File: src/rtl/dlf_nco.sv
// dlf_nco: numerically controlled oscillator fed by the digital loop filter.
// Signed corrections arrive on an AXI-stream slave, are scaled and added to a
// base frequency word, and the resulting FCW steps a phase accumulator once per
// accepted output beat. Truncated phase words leave on an AXI-stream master.
// Optional build macro: DLF_NCO_DITHER_EN adds LFSR dither to the output word.
module dlf_nco #(
    parameter int CTRL_WIDTH = 16,
    parameter int ACC_WIDTH  = 32,
    parameter int OUT_WIDTH  = 16,
    parameter int GAIN_SHIFT = 8
) (
    input  logic                  aclk,
    input  logic                  resetn,
    input  logic [CTRL_WIDTH-1:0] s_axis_tdata,
    input  logic                  s_axis_tlast,
    input  logic                  s_axis_tvalid,
    output logic                  s_axis_tready,
    output logic [OUT_WIDTH-1:0]  m_axis_tdata,
    output logic                  m_axis_tlast,
    output logic                  m_axis_tvalid,
    input  logic                  m_axis_tready,
    input  logic [ACC_WIDTH-1:0]  base_fcw,
    input  logic                  enable,
    output logic [ACC_WIDTH-1:0]  fcw_out,
    output logic [15:0]           wrap_count
);

    typedef enum logic {IDLE = 1'b0, RUN = 1'b1} state_t;

    state_t                  state_reg, state_next;
    logic [ACC_WIDTH-1:0]    acc_reg;
    logic [ACC_WIDTH-1:0]    fcw_reg;
    logic [CTRL_WIDTH-1:0]   corr_reg;
    logic                    sync_pend_reg;
    logic [OUT_WIDTH-1:0]    tdata_reg;
    logic                    tlast_reg;
    logic [15:0]             wrap_count_reg;

    logic                    s_hs;
    logic                    m_hs;
    logic                    load_current;
    logic signed [ACC_WIDTH-1:0] corr_ext;
    logic [ACC_WIDTH-1:0]    corr_scaled;
    logic [ACC_WIDTH:0]      sum_wide;
    logic [ACC_WIDTH-1:0]    acc_next;
    logic                    carry_next;
    logic [OUT_WIDTH-1:0]    word_next;

    // The slave side never back-pressures: the newest correction always wins.
    assign s_axis_tready = resetn;
    assign s_hs          = resetn & s_axis_tvalid;
    assign m_axis_tvalid = (state_reg == RUN);
    assign m_hs          = (state_reg == RUN) & m_axis_tready;

    assign m_axis_tdata  = tdata_reg;
    assign m_axis_tlast  = tlast_reg;
    assign fcw_out       = fcw_reg;
    assign wrap_count    = wrap_count_reg;

    // Sign-extend the correction to accumulator width, then apply the loop gain.
    assign corr_ext    = ACC_WIDTH'(signed'(corr_reg));
    assign corr_scaled = corr_ext << GAIN_SHIFT;

    // Next phase: a pending sync request zeroes the phase instead of stepping it.
    always_comb begin
        sum_wide = {1'b0, acc_reg} + {1'b0, fcw_reg};
        acc_next   = sum_wide[ACC_WIDTH-1:0];
        carry_next = sum_wide[ACC_WIDTH];
        if (sync_pend_reg) begin
            acc_next   = '0;
            carry_next = 1'b0;
        end
    end

`ifdef DLF_NCO_DITHER_EN
    // Dither never exceeds one output LSB and is capped at the LFSR width.
    localparam int DITHER_W = ((ACC_WIDTH - OUT_WIDTH) > 16) ? 16 : (ACC_WIDTH - OUT_WIDTH);

    logic [15:0]          lfsr_reg;
    logic [ACC_WIDTH-1:0] dither_ext;
    logic [ACC_WIDTH-1:0] word_src;

    generate
        if (DITHER_W > 0) begin : g_dither
            assign dither_ext = ACC_WIDTH'(lfsr_reg[DITHER_W-1:0]);
        end else begin : g_no_dither
            assign dither_ext = '0;
        end
    endgenerate

    // Dither only touches the emitted word; the accumulator and carry stay clean.
    assign word_src  = acc_next + dither_ext;
    assign word_next = word_src[ACC_WIDTH-1 -: OUT_WIDTH];

    // Fibonacci LFSR x^16+x^14+x^13+x^11+1, stepped once per output handshake.
    always_ff @(posedge aclk) begin
        if (!resetn) begin
            lfsr_reg <= 16'hACE1;
        end else if (m_hs) begin
            lfsr_reg <= {lfsr_reg[0] ^ lfsr_reg[2] ^ lfsr_reg[3] ^ lfsr_reg[5], lfsr_reg[15:1]};
        end
    end
`else
    assign word_next = acc_next[ACC_WIDTH-1 -: OUT_WIDTH];
`endif

    // Next-state logic: start emitting on enable, stop only after a handshake.
    always_comb begin
        state_next   = state_reg;
        load_current = 1'b0;
        case (state_reg)
            IDLE: begin
                if (enable) begin
                    state_next   = RUN;
                    load_current = 1'b1;
                end
            end
            RUN: begin
                if (m_axis_tready && !enable) begin
                    state_next = IDLE;
                end
            end
            default: state_next = IDLE;
        endcase
    end

    // State register.
    always_ff @(posedge aclk) begin
        if (!resetn) begin
            state_reg <= IDLE;
        end else begin
            state_reg <= state_next;
        end
    end

    // Correction capture and FCW update; FCW is refreshed every cycle.
    always_ff @(posedge aclk) begin
        if (!resetn) begin
            corr_reg <= '0;
            fcw_reg  <= '0;
        end else begin
            fcw_reg <= base_fcw + corr_scaled;
            if (s_hs) begin
                corr_reg <= s_axis_tdata;
            end
        end
    end

    // Phase-sync request: a new request wins over the clear from a handshake.
    always_ff @(posedge aclk) begin
        if (!resetn) begin
            sync_pend_reg <= 1'b0;
        end else if (s_hs && s_axis_tlast) begin
            sync_pend_reg <= 1'b1;
        end else if (m_hs) begin
            sync_pend_reg <= 1'b0;
        end
    end

    // Accumulator and output beat: load current phase on start, step on handshake.
    always_ff @(posedge aclk) begin
        if (!resetn) begin
            acc_reg        <= '0;
            tdata_reg      <= '0;
            tlast_reg      <= 1'b0;
            wrap_count_reg <= '0;
        end else if (load_current) begin
            tdata_reg <= acc_reg[ACC_WIDTH-1 -: OUT_WIDTH];
            tlast_reg <= 1'b0;
        end else if (m_hs) begin
            acc_reg   <= acc_next;
            tdata_reg <= word_next;
            tlast_reg <= carry_next;
            if (carry_next) begin
                wrap_count_reg <= wrap_count_reg + 16'd1;
            end
        end
    end

endmodule

File: config.mk
export PLATFORM = sky130hd
export DESIGN_NAME = dlf_nco
export DESIGN_NICKNAME = d
export VERILOG_FILES = /design/src/rtl/dlf_nco.sv
export SDC_FILE = /design/constraint.sdc
export NUM_CORES = 1
export LEC_CHECK = 0
export CAP_MARGIN = 20
export CORE_MARGIN = 5
export CORE_UTILIZATION = 40
export DETAILED_ROUTE_END_ITERATION = 16
export GPL_TIMING_DRIVEN = 0
export SLEW_MARGIN = 20
export SYNTH_ARGS = -nofsm -noshare
export SYNTH_HDL_FRONTEND = slang
export SYNTH_SLANG_ARGS = --single-unit
File: constraint.sdc
create_clock -name aclk -period 5.05 [get_ports aclk]
set_input_delay 1.01 -clock aclk [delete_from_list [all_inputs] [get_ports aclk]]
set_output_delay 1.01 -clock aclk [all_outputs]
set_load 0.02 [all_outputs]
After elaboration in Yosys (flattened, before gate mapping)
Index checks and enable logic that the tools add are counted.
{"block": "op_classes", "add_sub_neg": 3, "muxes": 10, "n_bitwise": 5, "reduce_logical": 8}
{"cell": "32-bit by 32-bit adder with 33-bit output", "n": 1}
{"cell": "32-bit adder", "n": 1}
{"cell": "16-bit 2-to-1 mux", "n": 2}
{"cell": "32-bit 2-to-1 mux", "n": 1}
{"cell": "16-bit by 1-bit adder with 16-bit output, second input constant", "n": 1}
{"cell": "1-bit 2-to-1 mux", "n": 6}
{"cell": "2-bit nonzero test", "n": 2}
{"cell": "1-bit NOT", "n": 3}
{"cell": "3-bit AND reduction", "n": 1}
{"cell": "1-bit bitwise AND", "n": 2}
{"cell": "1-bit logical AND", "n": 2}
{"cell": "1-bit case mux with 2 select lines", "n": 1}
{"cell": "2-bit AND reduction", "n": 1}
{"cell": "2-bit OR reduction", "n": 1}
{"cell": "1-bit zero test", "n": 1}
{"block": "word_totals", "reg_bits": 115, "inputBits": 54, "out_inout_bits": 67, "wordCells": 34}

Longest topological paths before layout
{"block": "logic_depth", "ltp_word": 4, "depth_mapped": 14, "depth_no_buf": 12}

Least setup slack after synthesis
Ideal clock, no wire load.
{"block": "synth_path", "path_type": "input to register", "startpoint": "input port base_fcw[8]", "endpoint": "register fcw_reg[26] (netlist: fcw_out[26])", "setup_time_ns": 0.115, "arrival_time_ns": 3.143, "required_time_ns": 4.935, "path_slack_ns": 1.792, "stages": 11, "n_path_buf": 0, "path_cell_list": "ha_1 fa_1 a21o_1 a21o_1 a211oi_1 o2111ai_1 a31oi_1 nor2_1 nor3_1 xnor2_1 and2_1"}
{"block": "synth_via", "elab_chain_cells": 1}
{"item": "start, declared", "line_no": "22", "rtl": "input logic [ACC_WIDTH-1:0] base_fcw,"}
{"item": "32-bit adder", "line_no": "142", "rtl": "fcw_reg <= base_fcw + corr_scaled;"}
{"item": "end signal, assigned", "line_no": "142"}
{"item": "end, declared", "line_no": "32", "rtl": "logic [ACC_WIDTH-1:0] fcw_reg;"}
No other way between the ends.
A chain may end at the register's enable or synchronous reset.

Worst setup path after layout
{"block": "layout_path", "startpoint": "input port base_fcw[8]", "endpoint": "register fcw_reg[30] (netlist: fcw_out[30])"}
Same word-level chain as after synthesis.

==> impl_metrics.toml <==
[sta]
setup_tns_ps = 0
slew_viol_final = 0
max_freq_ghz = 0.2692
holdWs_ps = 463.7
period_share_pct = 73.56
slew_headroom_pct = 42.73
finalHoldViolCount = 0
rsz0062_at_grt = "false"
finalSetupViolations = 0
tightest_slew_ps = 859.0
clock_skew_ps = 8.612
min_period_ps = 3715

[setup_path]
cp-start-kind = "input port"
r2r_start = "fcw_out[0]"
r2r_slack_ps = 1560
cp_cell_sequence = "clkdlybuf4s50_1 > ha_1 > fa_1 > a21o_1 > a21o_1 > a211oi_1 > o2111ai_1 > a31oi_1 > nor2b_1 > o21ai_0 > xnor2_1 > and2_1"
max_stage_delay_ps = 410
worstRegToRegCells = 13
critPathSlowestCell = "fa_1"
r2r_end = "wrap_count[11]"
criticalPathCategory = "in -> reg"
critPathCaptureType = "register"
cp_common_cell = "a21o_1"
cp_max_fo = 3
cp_data_arrival_time_ps = 4020
cp.required_ps = 5360

[die]
rows = 47
die_x_um = 140.0
die_area_sq_mm = 0.01961
core_area_sq_mm = 0.01658
dieHeight_um = 140.0
num_io_pins = 121
start_util_pct = 40.79

[final_layout]
postLayoutCellArea_sq_mm = 0.008826
nets = 1029
postLayoutCoreUtil_pct = 53.22
antenna-diode-count = 0
final_layout_size_suffix_gt1_share_pct = 4.946
syn2layout_area_growth_pct = 30.48

[global_routing]
overflow = 0
grt_usage_pct = 20.26
grt_pass1_wl_um = 31880
grt_pass1_vias = 6135
grt_max_degree = 17
antenna_found_initial = 0

[power]
p_sw_uw = 742.9
pwr-share-clk_pct = 44.8
intPower_uw = 1990
power_frac_comb_pct = 18.5
ir_drop_uv = 245.3
totalPowerFinal_uw = 2733
p_per_area_mw_per_mm2 = 309.7
pwr-share-seq_pct = 36.7
switching_share_pct = 27.18
leakagePower_uw = 0.003859

[route]
ant_nets = 0
routed_wl_um = 19740
drt_iter0_markers = 299
first_pass_iters = 7
drc_errors = 0
avgRoutedWirePerCell_um = 17.17
vias = 6165
via_per_inst = 5.361

[clocking]
post_cts_buffers = 0
clock_path_buffers = 2
insertion_delay_ps = 420
root_buffer = "clkbuf_16"
clk_pin_slew_ps = 50
tritoncts = "built"
cts_made_buffers = 17
h-tree-depth = 4
cts_hold_buf = 0
clkSinkCount = 115
ctsResizeCount = 0

[logic_synthesis]
synth_common_cells = "115 x dfxtp_1, 92 x nand2_1, 56 x ha_1, 49 x a21oi_1, 44 x nor2b_1"
synth_cells = 779
synth_edf_count = 0
yosysMostFrequentCell = "dfxtp_1"
syn_avg_cell_area_sq_um = 8.683
yosysTopAreaCell = "dfxtp_1"
yosysWarnings = 0
netlist_top_cells_area = "dfxtp_1 34%, ha_1 10%, nand2_1 5.1%"
synth_top_area_share_pct = 34.04
syn_nets = 891
ys_types = 64
ys_ff_latch = 115
seq_area_frac_synth_pct = 34.04
netlist_area_sq_mm = 0.006764
async_reset_ff_share_pct = 0
synth_ff_type = "dfxtp_1"

[min_path]
hold_depth = 2
hold_end = "acc_reg[17]"
holdCritPathClass = "reg -> reg"
hp-start = "acc_reg[17]"

[placed_design]
gp_congestion = 0.9242
dp_hpwl_um = 15220
io_buffers = 119
placed_area_sq_mm = 0.008230

[job]
drv_cap = 0

[outcome]
status = "complete, no violations"
worst max-delay path: cells and delay by family:
kind	cells	cell delay (ps)
compound gates	6	1590
buf+inv	1	400
simple gates	2	240
fa+ha+maj	2	650
xor+xnor	1	110
cell usage in the layout (no fill, tap or decap), types with 14 or more instances in the layout:
cell,instances
a21o_1,23
a21oi_1,49
a22o_1,24
and2_1,33
and3_1,14
clkbuf_1,29
clkbuf_16,17
clkdlybuf4s50_1,119
dfxtp_1,115
ha_1,56
inv_1,15
mux2i_1,19
nand2_1,92
nor2_1,25
nor2b_1,44
o21ai_0,39
xnor2_1,29
xor2_1,20
cell type report:
cell class | instances | area (sq um)
buffer | 33 | 142.6
multi-input combinational | 616 | 4263
inverter | 15 | 56.30
tap | 220 | 275.3
clock buffer | 22 | 464.2
clock inverter | 10 | 131.4
fill | 1562 | 7757
timing repair buffer | 119 | 1191
sequential | 115 | 2302
power groups by stage:
stage / clock network (uW) / registers, uW / logic, uW
final: 1220 / 1000 / 505
after detailed placement: 0 / 1020 / 504
after CTS: 1240 / 1000 / 507
after global routing: 1290 / 1010 / 557
after floorplan: 0 / 1040 / 280
after global placement: 0 / 1020 / 497
through the flow:
step / std cells / setup slack, ps
floorplan: 779 / 1792
global placement: 1118 / 895.8
detailed placement: 1118 / 913.3
CTS: 1150 / 1352
global route: 1150 / 1180
finish: 1150 / 1335
cells by family (layout without fill, tap and decap cells):
kind of cell	Yosys count	in the layout	share of synthesized area (%)
simple gates	271	271	20.74
compound gates	219	219	22.18
flops	115	115	34.04
fa+ha+maj	58	58	10.95
xor+xnor	49	49	6.345
buf+inv	48	199	2.941
mux	19	19	2.812
worst max-delay path by stage:
stage / from / to / slack, ps
floorplan: base_fcw[8] / fcw_out[26] / 1790
global placement: base_fcw[8] / fcw_out[30] / 900
finish: base_fcw[8] / fcw_out[30] / 1340
detailed placement: base_fcw[8] / fcw_out[30] / 910
global route: base_fcw[8] / fcw_out[30] / 1180
CTS: base_fcw[8] / fcw_out[30] / 1350
layer usage:
layer	track usage, %	share of wire [%]
met2	33.22	47
met5	0	0
met3	5.317	5.4
met1	26.42	46
met4	5.711	1.7
Note: power is estimated with default switching activity, not from simulation.
